[config.mk]
export PLATFORM = sky130hd
export DESIGN_NAME = frame_sequencer_flat
export DESIGN_NICKNAME = d
export VERILOG_FILES = /design/src/rtl/render_pkg.sv /design/src/rtl/frame_sequencer_if.sv /design/src/rtl/clear_engine.sv /design/src/rtl/frame_sequencer.sv /design/src/flat_wrapper.sv
export SDC_FILE = /design/constraint.sdc
export NUM_CORES = 1
export LEC_CHECK = 0
export BUFFER_PORTS_ARGS = -buffer_cell sky130_fd_sc_hd__clkbuf_2
export CAP_MARGIN = 20
export CORE_MARGIN = 4
export CORE_UTILIZATION = 47
export DETAILED_ROUTE_END_ITERATION = 6
export PLACE_DENSITY = 0.76
export SLEW_MARGIN = 10
export SYNTH_ARGS = -nofsm -noshare
export SYNTH_HDL_FRONTEND = slang
export SYNTH_SLANG_ARGS = --single-unit
[constraint.sdc]
create_clock -name clk -period 1.9 [get_ports clk]
set_clock_uncertainty 0.15 [all_clocks]
set_input_delay 0.57 -clock clk [delete_from_list [all_inputs] [get_ports clk]]
set_output_delay 0.57 -clock clk [all_outputs]
set_load 0.02 [all_outputs]
[src/rtl/render_pkg.sv]
// Shared types and constants for the per-frame render sequencer.
// Keeps the FSM encoding and framebuffer geometry in one place.
package render_pkg;

    typedef enum logic [2:0] {
        IDLE,
        CLEAR,
        LAUNCH,
        DRAIN,
        SWAP
    } fsm_state_e;

    localparam int FB_W      = 320;
    localparam int FB_H      = 240;
    localparam int PIX_W_DEF = 12;
    localparam int Z_W_DEF   = 8;

    typedef logic [PIX_W_DEF-1:0] pixel_t;
    typedef logic [Z_W_DEF-1:0]   depth_t;

endpackage

[src/rtl/frame_sequencer_if.sv]
// Paired framebuffer / Z-buffer write bus: one strobe, address and data per buffer.
// Used both for the rasterizer's request and for the sequencer's muxed output.
interface frame_sequencer_if #(
    parameter int ADDR_W = 17,
    parameter int PIX_W  = 12,
    parameter int Z_W    = 8
);
    logic              fb_we;
    logic [ADDR_W-1:0] fb_addr;
    logic [PIX_W-1:0]  fb_pixel;
    logic              zb_we;
    logic [ADDR_W-1:0] zb_addr;
    logic [Z_W-1:0]    zb_data;

    modport master (
        output fb_we, fb_addr, fb_pixel,
        output zb_we, zb_addr, zb_data
    );

    modport slave (
        input fb_we, fb_addr, fb_pixel,
        input zb_we, zb_addr, zb_data
    );
endinterface

[src/rtl/clear_engine.sv]
// Buffer-clear address generator: walks 0..FB_WORDS-1 while enabled.
// Any cycle without enable parks the counter at 0, so an aborted clear always restarts.
module clear_engine
    import render_pkg::*;
#(
    parameter int FB_WORDS = FB_W * FB_H,
    parameter int ADDR_W   = 17
) (
    input  logic              clk,
    input  logic              rst_n,
    input  logic              en,
    output logic [ADDR_W-1:0] addr,
    output logic              last
);

    assign last = (addr == ADDR_W'(FB_WORDS - 1));

    always_ff @(posedge clk or negedge rst_n) begin
        if (!rst_n) begin
            addr <= '0;
        end else if (!en || last) begin
            addr <= '0;
        end else begin
            addr <= addr + ADDR_W'(1);
        end
    end

endmodule

[src/rtl/frame_sequencer.sv]
// Per-frame controller: clear back buffers, launch geometry, wait for drain, swap on vsync.
// Owns the single FB/ZB write port, muxing the clear engine against rasterizer writes.
module frame_sequencer
    import render_pkg::*;
#(
    parameter int               FB_WORDS    = FB_W * FB_H,
    parameter int               ADDR_W      = 17,
    parameter int               PIX_W       = 12,
    parameter int               Z_W         = 8,
    parameter logic [PIX_W-1:0] CLEAR_PIXEL = '0,
    parameter logic [Z_W-1:0]   CLEAR_Z     = '1,
    parameter int               DRAIN_QUIET = 16,
    parameter int               TIMEOUT_W   = 24
) (
    input  logic              clk,
    input  logic              rst_n,
    input  logic              i_start,
    input  logic              i_auto,
    input  logic              i_vsync,
    input  logic              i_gem_busy,
    input  logic              i_fifo_empty,
    input  logic              i_tri_valid,
    input  logic              i_rast_busy,
    frame_sequencer_if.slave  rast,
    frame_sequencer_if.master fb_out,
    output logic              o_gem_start,
    output logic              o_buf_sel,
    output logic              o_busy,
    output logic              o_frame_done,
    output logic [3:0]        o_frame_idx,
    output logic              o_timeout,
    output logic              o_err
);

    localparam int QW = $clog2(DRAIN_QUIET + 1);

    fsm_state_e           state, state_nx;
    logic [ADDR_W-1:0]    clr_addr;
    logic                 clr_last;
    logic [QW-1:0]        quiet_cnt;
    logic [TIMEOUT_W-1:0] wd_cnt;
    logic                 pipe_idle;
    logic                 quiet_done;
    logic                 wd_tc;
    logic                 swap_now;

    clear_engine #(
        .FB_WORDS (FB_WORDS),
        .ADDR_W   (ADDR_W)
    ) u_clear (
        .clk   (clk),
        .rst_n (rst_n),
        .en    (state == CLEAR),
        .addr  (clr_addr),
        .last  (clr_last)
    );

    assign pipe_idle  = !i_gem_busy && i_fifo_empty && !i_tri_valid && !i_rast_busy;
    assign quiet_done = pipe_idle && (quiet_cnt == QW'(DRAIN_QUIET - 1));
    assign wd_tc      = (wd_cnt == '0);
    assign swap_now   = (state == SWAP) && i_vsync;

    always_ff @(posedge clk or negedge rst_n) begin
        if (!rst_n) begin
            state <= IDLE;
        end else begin
            state <= state_nx;
        end
    end

    always_comb begin
        state_nx = state;
        case (state)
            IDLE:    if (i_start) state_nx = CLEAR;
            CLEAR:   if (clr_last) state_nx = LAUNCH;
            LAUNCH:  state_nx = DRAIN;
            DRAIN:   if (quiet_done || wd_tc) state_nx = SWAP;
            SWAP:    if (i_vsync) state_nx = i_auto ? CLEAR : IDLE;
            default: state_nx = IDLE;
        endcase
    end

    assign o_gem_start = (state == LAUNCH);
    assign o_busy      = (state != IDLE);

    // Watchdog is a down-counter reloaded to all-ones outside DRAIN; terminal count is zero.
    always_ff @(posedge clk or negedge rst_n) begin
        if (!rst_n) begin
            quiet_cnt <= '0;
            wd_cnt    <= '0;
        end else if (state == DRAIN) begin
            quiet_cnt <= pipe_idle ? quiet_cnt + QW'(1) : '0;
            wd_cnt    <= wd_cnt - TIMEOUT_W'(1);
        end else begin
            quiet_cnt <= '0;
            wd_cnt    <= '1;
        end
    end

    always_ff @(posedge clk or negedge rst_n) begin
        if (!rst_n) begin
            o_timeout    <= 1'b0;
            o_err        <= 1'b0;
            o_buf_sel    <= 1'b0;
            o_frame_done <= 1'b0;
            o_frame_idx  <= '0;
        end else begin
            o_timeout    <= o_timeout | ((state == DRAIN) && wd_tc);
            o_err        <= o_err | ((state == CLEAR) && (rast.fb_we || rast.zb_we));
            o_frame_done <= swap_now;
            if (swap_now) begin
                o_buf_sel   <= ~o_buf_sel;
                o_frame_idx <= o_frame_idx + 4'd1;
            end
        end
    end

    // Registered write mux; rasterizer strobes during CLEAR are dropped (flagged via o_err).
    always_ff @(posedge clk or negedge rst_n) begin
        if (!rst_n) begin
            fb_out.fb_we    <= 1'b0;
            fb_out.fb_addr  <= '0;
            fb_out.fb_pixel <= '0;
            fb_out.zb_we    <= 1'b0;
            fb_out.zb_addr  <= '0;
            fb_out.zb_data  <= '0;
        end else if (state == CLEAR) begin
            fb_out.fb_we    <= 1'b1;
            fb_out.fb_addr  <= clr_addr;
            fb_out.fb_pixel <= CLEAR_PIXEL;
            fb_out.zb_we    <= 1'b1;
            fb_out.zb_addr  <= clr_addr;
            fb_out.zb_data  <= CLEAR_Z;
        end else begin
            fb_out.fb_we    <= rast.fb_we;
            fb_out.fb_addr  <= rast.fb_addr;
            fb_out.fb_pixel <= rast.fb_pixel;
            fb_out.zb_we    <= rast.zb_we;
            fb_out.zb_addr  <= rast.zb_addr;
            fb_out.zb_data  <= rast.zb_data;
        end
    end

endmodule

[src/flat_wrapper.sv]
// flat-port wrapper written by rule: the top's interface ports become plain ports
module frame_sequencer_flat import render_pkg::*;
#(
    parameter int               FB_WORDS    = FB_W * FB_H,
    parameter int               ADDR_W      = 17,
    parameter int               PIX_W       = 12,
    parameter int               Z_W         = 8,
    parameter logic [PIX_W-1:0] CLEAR_PIXEL = '0,
    parameter logic [Z_W-1:0]   CLEAR_Z     = '1,
    parameter int               DRAIN_QUIET = 16,
    parameter int               TIMEOUT_W   = 24
)
  (clk, rst_n, i_start, i_auto, i_vsync, i_gem_busy, i_fifo_empty, i_tri_valid, i_rast_busy, o_gem_start, o_buf_sel, o_busy, o_frame_done, o_frame_idx, o_timeout, o_err, rast_fb_we, rast_fb_addr, rast_fb_pixel, rast_zb_we, rast_zb_addr, rast_zb_data, fb_out_fb_we, fb_out_fb_addr, fb_out_fb_pixel, fb_out_zb_we, fb_out_zb_addr, fb_out_zb_data);
  frame_sequencer_if #(.ADDR_W(ADDR_W), .PIX_W(PIX_W), .Z_W(Z_W)) rast_i ();
  frame_sequencer_if #(.ADDR_W(ADDR_W), .PIX_W(PIX_W), .Z_W(Z_W)) fb_out_i ();
  input  logic clk;
  input  logic rst_n;
  input  logic i_start;
  input  logic i_auto;
  input  logic i_vsync;
  input  logic i_gem_busy;
  input  logic i_fifo_empty;
  input  logic i_tri_valid;
  input  logic i_rast_busy;
  output logic o_gem_start;
  output logic o_buf_sel;
  output logic o_busy;
  output logic o_frame_done;
  output logic [3:0] o_frame_idx;
  output logic o_timeout;
  output logic o_err;
  input wire logic [$bits(rast_i.fb_we)-1:0] rast_fb_we;
  input wire logic [$bits(rast_i.fb_addr)-1:0] rast_fb_addr;
  input wire logic [$bits(rast_i.fb_pixel)-1:0] rast_fb_pixel;
  input wire logic [$bits(rast_i.zb_we)-1:0] rast_zb_we;
  input wire logic [$bits(rast_i.zb_addr)-1:0] rast_zb_addr;
  input wire logic [$bits(rast_i.zb_data)-1:0] rast_zb_data;
  output wire logic [$bits(fb_out_i.fb_we)-1:0] fb_out_fb_we;
  output wire logic [$bits(fb_out_i.fb_addr)-1:0] fb_out_fb_addr;
  output wire logic [$bits(fb_out_i.fb_pixel)-1:0] fb_out_fb_pixel;
  output wire logic [$bits(fb_out_i.zb_we)-1:0] fb_out_zb_we;
  output wire logic [$bits(fb_out_i.zb_addr)-1:0] fb_out_zb_addr;
  output wire logic [$bits(fb_out_i.zb_data)-1:0] fb_out_zb_data;
  assign rast_i.fb_we = rast_fb_we;
  assign rast_i.fb_addr = rast_fb_addr;
  assign rast_i.fb_pixel = rast_fb_pixel;
  assign rast_i.zb_we = rast_zb_we;
  assign rast_i.zb_addr = rast_zb_addr;
  assign rast_i.zb_data = rast_zb_data;
  assign fb_out_fb_we = fb_out_i.fb_we;
  assign fb_out_fb_addr = fb_out_i.fb_addr;
  assign fb_out_fb_pixel = fb_out_i.fb_pixel;
  assign fb_out_zb_we = fb_out_i.zb_we;
  assign fb_out_zb_addr = fb_out_i.zb_addr;
  assign fb_out_zb_data = fb_out_i.zb_data;
  frame_sequencer #(.FB_WORDS(FB_WORDS), .ADDR_W(ADDR_W), .PIX_W(PIX_W), .Z_W(Z_W), .CLEAR_PIXEL(CLEAR_PIXEL), .CLEAR_Z(CLEAR_Z), .DRAIN_QUIET(DRAIN_QUIET), .TIMEOUT_W(TIMEOUT_W)) u_core (.clk(clk), .rst_n(rst_n), .i_start(i_start), .i_auto(i_auto), .i_vsync(i_vsync), .i_gem_busy(i_gem_busy), .i_fifo_empty(i_fifo_empty), .i_tri_valid(i_tri_valid), .i_rast_busy(i_rast_busy), .rast(rast_i), .fb_out(fb_out_i), .o_gem_start(o_gem_start), .o_buf_sel(o_buf_sel), .o_busy(o_busy), .o_frame_done(o_frame_done), .o_frame_idx(o_frame_idx), .o_timeout(o_timeout), .o_err(o_err));
endmodule
==> results.md, run 1 <==
- Cells after Synth: 442
- Worst-Margin Slew: about 0.46 ns
- Hold Startpoint: rast_zb_data[7]
- Final period utilization: 114.3%
- Final Instance Count excl. Fillers: ~780
- FMAX: roughly 0.46 GHz
- Ports: between 100 and 150
- Global-route usage over all layers: 19.73%
- Pwr/cell area: about 1100 mW/mm^2
- Hold Path Depth: 2
- Die area: 0.01167 sq mm
- Hold EP: u_core.fb_out.zb_data[7]$_DFF_PN0_
- DRC viols: 0
- CTS clk-pin slew, worst paths: ~0.06 ns
- Flops & latches, synth: 113
- DRT iter0 DRCs: approximately 270
- Max VDD drop: between 0.5 and 0.6 mV
- Clk buf depth: 2
- Worst setup EP type: output pin
- Syn. warnings: 0
- Antenna cells: 0
- Sequential-to-total area share from yosys stat: 60.14%
- CP max FO: 2
- Power Total: ~7400 uW
- CP startpoint: u_core.state[1]$_DFFE_PN0P_
- Fin. Hold Viols: 0
- Pins Over Slew Limit: 0
- CTS tree: built
- Req. time, crit path: between 1 and 1.5 ns
- Via count: around 4000
- Final HPWL from detailed placement: around 7800 microns
- Synth Flop Type: dfrtp_1
- Post-synth top cells: 113 x dfrtp_1, 111 x nand2_1, 22 x nor2_1, 21 x nand3_1, 16 x xor2_1
- Kind of critical path: reg -> out
- First-pass GRT wire length: roughly 18000 microns
- Post-Place Setup Slack: -0.05323 ns
- Ys async rst share: between 90% and 100%
- Htree depth: 4
- Top delay family on crit path: flip-flops
- Cell chain of the critical path: or3_4, buf_8
- Crit path launch type: register
- Reg-to-reg endpoint: u_core.wd_cnt[22]$_DFF_PN0_
- Worst R2R Setup Slack: 0 ns
- # port buffers: 130
- Top-count cell post-synth: dfrtp_1
- Nets: between 700 and 800
- Post-synth EDFFs: 0
- Gpl congestion: about 0.94
- Status: finished, violations left
- Clock insertion delay at the later pin of the skew report: 0.52 ns
- Clock root cell: clkbuf_8
- RSZ-0062 raised after global routing: true
- Die span in x: ~110 microns
- Largest net degree at the start of global routing: between 40 and 50
- Final setup violating endpoints: 2
- Syn_area_per_cell: approximately 11 sq um
- Min Tclk post-route: between 2 and 2.5 ns
- Rows: 36
- Max Cap Violations: 0
- Area leader, netlist: dfrtp_1
- Cell variety after synth: 47
- Initial Util: 48.11%
- Routed len/inst: 15.02 microns
- Gr ovfl total: 0
- Relative slew slack: 69.49%
- Slowest stage delay, CP: just over 0.4 ns
- Slowest-stage cell, CP: dfrtp_2
- TNS Setup: -0.4910 ns
- CTS buffer count: 17
- Area grow syn2layout: 42.18%
- Failing checks: negative setup slack
- Filler Cell Count: approximately 710
- Ratio of cells with drive above 1 in the final layout: 38.76%
- Vias in the first global route: 3917
- LEAKAGE: around 0.0033 uW
- FF-to-FF Start: u_core.wd_cnt[9]$_DFF_PN0_
- Worst min path class: in -> reg
- Detail Route Antenna Nets: 0
- Synth top area share: 60.14%
- Vias per cell: ~5
- Initial antenna violation count: 0
- Post-Route WL: around 12000 microns
- Crit path buf inv count: 1
- Fin worst setup slack: -0.2719 ns
- Number of instances in the placed design: 728
- Top post-synthesis cells by area: dfrtp_1 60%, nand2_1 8.9%, xor2_1 3.0%
- CORE AREA: around 0.01 sq mm
- Sink Count: between 100 and 150
- Length of the first detailed-routing pass in iterations: 5
- Die height: roughly 110 microns
- Synth Cell Area: 0.004702 sq mm
- Reg2Reg Depth: 5
- Crit path DAT: around 1.5 ns
- Syn nets: 513
==> layer usage <==
layer	vias to the layer above	part of all wire (%)	track usage [%]
li1	1882	-	-
met1	1895	40	23.69
met2	133	52	33.39
met3	25	6.2	5.194
met4	0	2.1	8.837
met5	-	0	0
==> how the worst max path moves through the flow <==
stage,end,slack (ns),depth (start not counted)
after floorplan,u_core.wd_cnt[22]$_DFF_PN0_,-0.06,6
after global placement,u_core.wd_cnt[22]$_DFF_PN0_,0.01,4
after detailed placement,u_core.wd_cnt[22]$_DFF_PN0_,-0.05,4
after CTS,o_busy,-0.29,2
after global routing,o_busy,-0.30,2
final,o_busy,-0.27,2
==> cell usage in the layout (no fill, tap or decap), types with 4 or more instances in the layout <==
master | Yosys | routed
clkbuf_2 | 0 | 127
nand2_1 | 111 | 111
dfrtp_1 | 113 | 110
buf_4 | 1 | 51
nand3_1 | 21 | 21
nor2_1 | 22 | 20
xor2_1 | 16 | 16
clkbuf_16 | 0 | 16
and2_1 | 15 | 15
nand2b_1 | 12 | 11
o21ai_0 | 12 | 11
nand4_1 | 10 | 10
or3_1 | 11 | 9
xnor2_1 | 9 | 9
and3_1 | 8 | 8
or4_1 | 7 | 6
clkinvlp_4 | 0 | 6
or3_4 | 1 | 5
o31ai_1 | 5 | 5
ha_1 | 6 | 5
nor3_1 | 6 | 4
a21oi_1 | 4 | 4
bufinv_16 | 0 | 4
buf_12 | 0 | 4
==> per-stage QoR <==
stage          hold slack (ns)  area, sq um  utilization [%]
6_report               0.08921         6685            68.39
3_5_place_dp            0.3150         5783            59.17
4_1_cts                0.06623         6519            66.69
2_1_floorplan           0.1244         4702                -
3_3_place_gp            0.2920         5783            59.17
5_1_grt                0.07142         6685            68.39
==> worst register-to-register path, stage by stage, from the launching register on <==
cell     delay (ns)
dfrtp_2        0.44
nor4_4         0.32
buf_4          0.19
nand4_4        0.14
or4_1          0.50
nand3_1        0.09
==> cells by family (layout without fill, tap and decap cells) <==
group                      after synthesis  count (layout)  synth area share, %
buffers and inverters                   20             222                1.809
AOI/OAI and AO/OA                       30              30                4.232
DFF                                    113             113                60.14
adders and majority gates                6               6                1.597
and+or+nand+nor                        246             247                27.12
xor gates and xnor gates                25              25                4.657
muxes                                    2               2               0.4524
==> sequential cells by signal, summed over array words and instances (netlist names), 3 cells and up <==
name                    count
u_core.wd_cnt              24
u_core.fb_out.fb_addr      17
u_core.fb_out.zb_addr      17
u_core.u_clear.addr        17
u_core.fb_out.fb_pixel     12
u_core.fb_out.zb_data       8
u_core.quiet_cnt            5
u_core.o_frame_idx          4
u_core.state                3
==> area by class of cell <==
type,instances,area (sq um),area share (%)
clock buffers,18,427.9,6.401
clock inverters,14,188.9,2.826
inverters,4,15.01,0.2246
multi-input cells,310,1906,28.50
flip-flops and latches,113,2831,42.35
well taps,133,166.4,2.489
repair buffers,186,1150,17.20
==> where the power goes <==
group,switching (uW),internal (uW),total [uW]
clock network,1110,2150,3260
logic,813,465,1280
registers,119,2690,2810
==> timing repair <==
item                                   CTS  global route
gates resized for setup                 11            21
buffers inserted                         7            10
pin swaps                                3             8
cloned                                   0             1
hold buffers                             1             0
endpoints found under the hold margin   26             0
setup endpoints to repair                5            43
No activity file was read; power rests on OpenSTA's default activity.
==> run 2, diff against run 1 <==
--- a/config.mk
+++ b/config.mk
@@ -11,6 +11,7 @@
 export CORE_UTILIZATION = 47
 export DETAILED_ROUTE_END_ITERATION = 6
 export PLACE_DENSITY = 0.76
+export SKIP_LAST_GASP = 1
 export SLEW_MARGIN = 10
 export SYNTH_ARGS = -nofsm -noshare
 export SYNTH_HDL_FRONTEND = slang
==> results.md, run 2 (synthesized netlist as in run 1, its figures left out) <==
- Status: finished, violations left
- Failing checks: negative setup slack
- Vias in the first global route: around 3900
- Post-Place Setup Slack: -0.05323 ns
- Worst min path class: in -> reg
- Die height: ~110 microns
- Pins Over Slew Limit: 0
- Relative slew slack: a little over 60%
- Final HPWL from detailed placement: around 7800 microns
- Length of the first detailed-routing pass in iterations: 5
- Nets: between 600 and 700
- Die area: between 0.01 and 0.015 sq mm
- Htree depth: 4
- Commonest non-fill, non-tap cells in the layout: 127 x clkbuf_2, 111 x nand2_1, 110 x dfrtp_1
- Commonest non-fill, non-tap cell in the layout: clkbuf_2
- Max VDD drop: 0.5580 mV
- CTS tree: built
- Die span in x: roughly 110 microns
- Clk buf depth: 2
- Ports: around 130
- Crit path DAT: 1.46 ns
- Max Cap Violations: 0
- CTS clk-pin slew, worst paths: ~0.06 ns
- Reg area: 0.002831 sq mm
- Gr ovfl total: 0
- Worst-Margin Slew: 0.5671 ns
- Post-DP Area: slightly below 0.006 sq mm
- Min Tclk post-route: roughly 2.2 ns
- Gpl congestion: approximately 0.94
- WHS: between 0.08 and 0.09 ns
- Fin. Hold Viols: 0
- Largest Register: u_core.wd_cnt
- Crit path launch type: register
- Post-Route WL: between 10000 and 15000 microns
- Vias per cell: around 5.1
- Area of the multi-input gates: roughly 0.0019 sq mm
- Via count: between 3000 and 4000
- CORE AREA: just under 0.01 sq mm
- Global-route usage over all layers: about a fifth
- Final period utilization: 114.7%
- FMAX: between 0.4 and 0.5 GHz
- Flip-flop count of the largest register after layout: 24
- Largest net degree at the start of global routing: 44
- Detail Route Antenna Nets: 0
- Ratio of cells with drive above 1 in the final layout: between 30% and 40%
- Post-route cell area: between 0.006 and 0.007 sq mm
- Clock root cell: clkbuf_8
- Filler Cell Count: ~700
- Kind of critical path: reg -> out
- LEAKAGE: roughly 0.0033 uW
- Area grow syn2layout: 41.25%
- Initial Util: 48.11%
- Pwr/cell area: between 1000 and 1500 mW/mm^2
- Final setup violating endpoints: 3
- Req. time, crit path: roughly 1.2 ns
- Initial antenna violation count: 0
- Sink Count: 113
- DRT iter0 DRCs: 266
- TNS Setup: -0.5501 ns
- # port buffers: 130
- Antenna cells: 0
- Worst setup EP type: output pin
- DRC viols: 0
- Rows: 36
- First-pass GRT wire length: approximately 18000 microns
- Routed len/inst: 14.76 microns
- RSZ-0062 raised after global routing: true
- CTS buffer count: 17
- Fin worst setup slack: -0.2797 ns
- Clock insertion delay at the later pin of the skew report: approximately 0.51 ns
- CP max FO: 2
==> run 2: cell count changes in the layout (fill, tap and decap cells not counted), sizes merged <==
cell	previous run	this run
buf	58	52
clkbuf	145	147
==> run 2: area by class of cell <==
cell class / count / area share, %
Inverter: 4 / 0.2261
Sequential cell: 113 / 42.63
Timing Repair Buffer: 182 / 16.82
Clock buffer: 18 / 6.443
Multi-Input combinational cell: 310 / 28.52
Tap cell: 133 / 2.506
Clock inverter: 14 / 2.845
==> run 2: final timing paths <==
kind / startpoint / to / slack [ns] / depth (start not counted)
setup / recovery: u_core.state[1]$_DFFE_PN0P_ / o_busy / -0.28 / 2
hold / removal: rast_zb_data[7] / u_core.fb_out.zb_data[7]$_DFF_PN0_ / 0.09 / 2
setup reg to reg: u_core.wd_cnt[9]$_DFF_PN0_ / u_core.wd_cnt[22]$_DFF_PN0_ / -0.01 / 5
hold reg to reg: u_core.u_clear.addr[0]$_DFF_PN0_ / u_core.u_clear.addr[0]$_DFF_PN0_ / 0.33 / 1
max in group asynchronous: rst_n / u_core.fb_out.fb_addr[16]$_DFF_PN0_ / 0.68 / 3
min in group asynchronous: rst_n / u_core.fb_out.zb_addr[6]$_DFF_PN0_ / 0.40 / 2
==> run 2: critical path, cell delays in order, from the launching register on <==
cell,delay (ns)
dfrtp_2,0.40
or3_1,0.38
clkbuf_8,0.16
==> run 2: what timing repair did <==
item / 4_1_cts / 5_1_grt
gates cloned: 0 / 1
buffers inserted: 7 / 6
resized for setup: 9 / 18
endpoints found under the setup margin: 5 / 34
pin swaps: 3 / 9
hold buffers: 1 / 0
hold endpoints to repair: 26 / 0
==> run 2: stage by stage <==
step / std cells / power [uW] / utilization [%]
after detailed placement: 728 / 4097 / 59.17
final: 774 / 7317 / 67.95
after global placement: 728 / 4049 / 59.17
after global routing: 774 / 7666 / 67.95
after floorplan: 442 / 3546 / -
after CTS: 768 / 7398 / 66.54
==> run 2: metal layers <==
metal | up-vias | track usage, % | part of all wire (%)
met5 | - | 0 | 0
met4 | 0 | 9.017 | 2.2
met3 | 28 | 4.776 | 5.9
met2 | 142 | 33.44 | 52
met1 | 1907 | 23.61 | 40
li1 | 1873 | - | -
==> run 2: where the power goes <==
group | switching (uW) | internal, uW | leakage (uW)
Sequential | 118 | 2690 | 0.00135
Clock | 1100 | 2150 | 0.000285
Combinational | 801 | 457 | 0.00162
